**config.mk**
```make
export PLATFORM = sky130hd
export DESIGN_NAME = countdown_timer
export DESIGN_NICKNAME = d
export VERILOG_FILES = /design/src/rtl/countdown_timer.sv
export SDC_FILE = /design/constraint.sdc
export NUM_CORES = 1
export LEC_CHECK = 0
export BUFFER_PORTS_ARGS = -buffer_cell sky130_fd_sc_hd__buf_4
export CAP_MARGIN = 10
export CORE_MARGIN = 2
export CORE_UTILIZATION = 52
export DETAILED_ROUTE_END_ITERATION = 7
export PLACE_DENSITY_LB_ADDON = 0.08
export SLEW_MARGIN = 20
export SYNTH_ARGS = -nofsm -noshare
export SYNTH_HDL_FRONTEND = slang
export SYNTH_SLANG_ARGS = --single-unit
```
**constraint.sdc**
```tcl
create_clock -name Clk -period 3.61 [get_ports Clk]
set_input_delay 0.1805 -clock Clk [delete_from_list [all_inputs] [get_ports Clk]]
set_output_delay 0.1805 -clock Clk [all_outputs]
set_load 0.02 [all_outputs]
```
**src/rtl/countdown_timer.sv**
```systemverilog
// Loadable, pausable down-counter with prescaler and one-cycle Done pulse.
// Define COUNTDOWN_AUTO_RELOAD_EN to reload from R at terminal count (periodic divider).
module countdown_timer #(
    parameter int WIDTH    = 8,
    parameter int PRESCALE = 1
) (
    input  logic             Clk,
    input  logic             Clr,
    input  logic             En,
    input  logic             Load,
    input  logic [WIDTH-1:0] D,
    output logic [WIDTH-1:0] Q,
    output logic             Zero,
    output logic             Busy,
    output logic             Done
);

    localparam int PCW = (PRESCALE > 1) ? $clog2(PRESCALE) : 1;

    typedef enum logic [1:0] {
        IDLE = 2'd0,
        RUN  = 2'd1,
        DONE = 2'd2
    } state_t;

    state_t           state, state_n;
    logic [WIDTH-1:0] q, q_n;
    logic [WIDTH-1:0] r, r_n;
    logic [PCW-1:0]   pc, pc_n;
    logic             done, done_n;
    logic             tick;

    assign tick = En && (pc == PCW'(PRESCALE - 1));

    always_comb begin
        state_n = state;
        q_n     = q;
        r_n     = r;
        pc_n    = pc;
        done_n  = 1'b0;
        if (Load) begin
            q_n     = D;
            r_n     = D;
            pc_n    = '0;
            state_n = (D != '0) ? RUN : IDLE;
        end else begin
            unique case (state)
                RUN: begin
                    if (tick) begin
                        pc_n = '0;
                        if (q == WIDTH'(1)) begin
                            done_n = 1'b1;
`ifdef COUNTDOWN_AUTO_RELOAD_EN
                            q_n     = r;
`else
                            q_n     = '0;
                            state_n = DONE;
`endif
                        end else begin
                            q_n = q - WIDTH'(1);
                        end
                    end else if (En) begin
                        pc_n = pc + PCW'(1);
                    end
                end
                IDLE, DONE: begin
                    state_n = state;
                end
                default: begin
                    state_n = IDLE;
                end
            endcase
        end
    end

    always_ff @(posedge Clk) begin
        if (Clr) begin
            state <= IDLE;
            q     <= '0;
            r     <= '0;
            pc    <= '0;
            done  <= 1'b0;
        end else begin
            state <= state_n;
            q     <= q_n;
            r     <= r_n;
            pc    <= pc_n;
            done  <= done_n;
        end
    end

    assign Q    = q;
    assign Zero = (q == '0);
    assign Busy = (state == RUN);
    assign Done = done;

endmodule

```
==> metrics.txt <==
Final Slew Violations=0; clock root cell=clkbuf_4; Adder-Cell Fraction of Synth Area=under 10%; CP Capture Type=primary output; Mapped Area=about 700 µm²; number of setup buffers added after CTS=0; total core area=0.00128 mm²; hold path startpoint=En; number of flops mapped to enable cells by yosys=0; # Max-Cap Violations=0; area growth from synthesis to layout=29.4%; die width=41.0 µm; crit share post-route=a little over half; CTS H-tree depth=1; syn_nets=100; Netlist cell types=33; Worst Reg2Reg Path Length in Cells=4; CTS tree=yes; worst path required time=~3400 ps; worst hold endpoint=pc; die area=0.00168 mm²; post-synthesis simple-gate area fraction=31.7%; leakage=about 0.37 nW; XOR/XNOR share of the synthesized area=3.70%; fin nets=approximately 120; ant diodes=0; vias per inst=~5.8; # rows=13; largest family of logic cells by synthesized area=simple AND/OR/NAND/NOR gates; Pwr Density=approximately 390 mW/mm²; fin crit period=1920 ps; number of port buffers=22; Final HPWL DP=1.23 mm; multi-input logic area=about 440 µm²; Rel. slew slack=between 50% and 60%; hold-critical path depth=2; proportion of synthesized area in mux cells=approximately 2.8%; final wirelength=between 1.5 and 2 mm; # setup viols final=0; RSZ-0062 raised after global routing=false; FF+latch count, synth=12; reg-to-reg endpoint=Q[7]; overall routing resource usage=24.0%; most frequent cells in the layout=22 x buf_4, 12 x dfxtp_1, 8 x a21oi_1; initial DRC count=29; CTS clk-pin slew, worst paths=~80 ps; initial antenna violation count=0; routability congestion estimate from global placement=0.764; Setup TNS=0 ps; f_max=~0.52 GHz; WHS=just over 90 ps; YS warnings=0; Fillers=around 100; Cells after Synth=85; compound-cell area share of the yosys netlist=between 10% and 20%; critical path fanouts, max=8; clock sink count=12; Hold Crit Class=input port to flip-flop; CP Class=flip-flop to primary output; initial core utilization=between 50% and 60%; Die H=a little over 40 µm; clk_lat worst skew=roughly 280 ps; CTS Hold Bufs=0; Final Hold Viols=0; synthesized area per cell=8.36 µm²; DRC errors left=0; Setup Skew=around 0.51 ps; Critical Path Start Type=flip-flop; proportion of layout cells with a drive suffix above 1=27.8%; drt pass-1 iters=5; commonest non-fill, non-tap cell in the layout=buf_4; cts bufs inserted=3; number of global-route vias before repair=around 610; first-pass GRT wire length=between 2 and 3 mm; async set-reset flop share out of synthesis=0%; Overflow after GRT=0; status=completed; VDD IR max=0.305 mV; vias post-DR=710; Seq/Total Area, Yosys=about a third; WL per Instance=between 10 and 15 µm; antenna-violating nets left=0; reg2reg start=Q[2]; WP data arrival=roughly 1700 ps; largest net degree at the start of global routing=14; Seq. cell area=~240 µm²; Resized cells post-CTS=0; Slew @ Worst Pin=approximately 700 ps; clock buffer depth=2; flop2flop setup slack=between 1500 and 2000 ps; Top Ports=23; Top FF cell, synth=dfxtp_1
-- registers in the layout (all words and copies together) (netlist names) --
| name | cells |
|---|---|
| Q | 8 |
| pc | 1 |
| state | 2 |
| Done | 1 |
-- cell type report --
| cell class | instances | area share, % |
|---|---|---|
| Clock buffer | 4 | 3.95 |
| Inverter | 4 | 1.63 |
| Tap cell | 15 | 2.04 |
| Multi-Input combinational cell | 66 | 48.3 |
| Sequential cell | 12 | 26.1 |
| Timing Repair Buffer | 22 | 18.0 |
-- stage by stage --
step / instances / power [mW] / setup WS, ps / util [%] / cell area, µm²
4_1_cts: 123 / 0.356 / 1690 / 71.6 / 920
3_5_place_dp: 119 / 0.245 / 1860 / 68.7 / 883
2_1_floorplan: 85 / 0.211 / 1670 / - / 711
3_3_place_gp: 119 / 0.244 / 1920 / 68.7 / 883
6_report: 123 / 0.355 / 1690 / 71.6 / 920
5_1_grt: 123 / 0.369 / 1560 / 71.6 / 920
-- worst max-delay path, cell delays in order (launching register included) --
cell,delay [ps]
dfxtp_1,370
or4_4,560
nor4b_1,320
buf_4,200
-- per-layer routing --
layer,vias to the layer above,track usage [%],wire length [µm]
li1,361,-,-
met1,321,29.8,772
met2,23,39.5,810
met3,5,3.26,106
met4,0,12.5,38
met5,-,0,0
-- Yosys cell counts, types with 2 or more instances --
| library cell | n | area [µm²] |
|---|---|---|
| nand3_1 | 2 | 10.0 |
| xor2_1 | 2 | 17.5 |
| nor3b_1 | 2 | 15.0 |
| nand2_1 | 7 | 26.3 |
| dfxtp_1 | 12 | 240 |
| ha_1 | 3 | 37.5 |
| clkbuf_1 | 3 | 11.3 |
| a211oi_1 | 2 | 15.0 |
| or4_4 | 2 | 22.5 |
| nor2_1 | 7 | 26.3 |
| a31oi_1 | 2 | 12.5 |
| inv_1 | 3 | 11.3 |
| o211ai_1 | 2 | 15.0 |
| mux2i_1 | 2 | 20.0 |
| nor4_1 | 4 | 25.0 |
| nand2b_1 | 3 | 18.8 |
| nor2b_1 | 2 | 12.5 |
| a21oi_1 | 8 | 40.0 |
| nor3_1 | 3 | 15.0 |
-- power breakdown --
part           leakage, nW  switching [mW]  total (mW)  internal (mW)
sequential          0.0989          0.0115       0.151          0.140
combinational        0.254          0.0470      0.0912         0.0443
clock               0.0210          0.0505       0.112         0.0615
-- worst max-delay path by stage --
stage / cells after the start / slack [ps] / start / to
5_1_grt: 3 / 1560 / Q[2] / Zero
3_3_place_gp: 4 / 1920 / Q[2] / Q[7]
2_1_floorplan: 2 / 1670 / Q[2] / Zero
4_1_cts: 3 / 1690 / Q[2] / Zero
6_report: 3 / 1690 / Q[2] / Zero
3_5_place_dp: 4 / 1860 / Q[2] / Q[7]
-- logic make-up after synthesis --
family                     Yosys count
AOI/OAI and AO/OA                   20
xor gates and xnor gates             3
adders and majority gates            3
buffers and inverters                7
DFF                                 12
muxes                                2
and+or+nand+nor                     38
(Power assumes the default switching activity.)
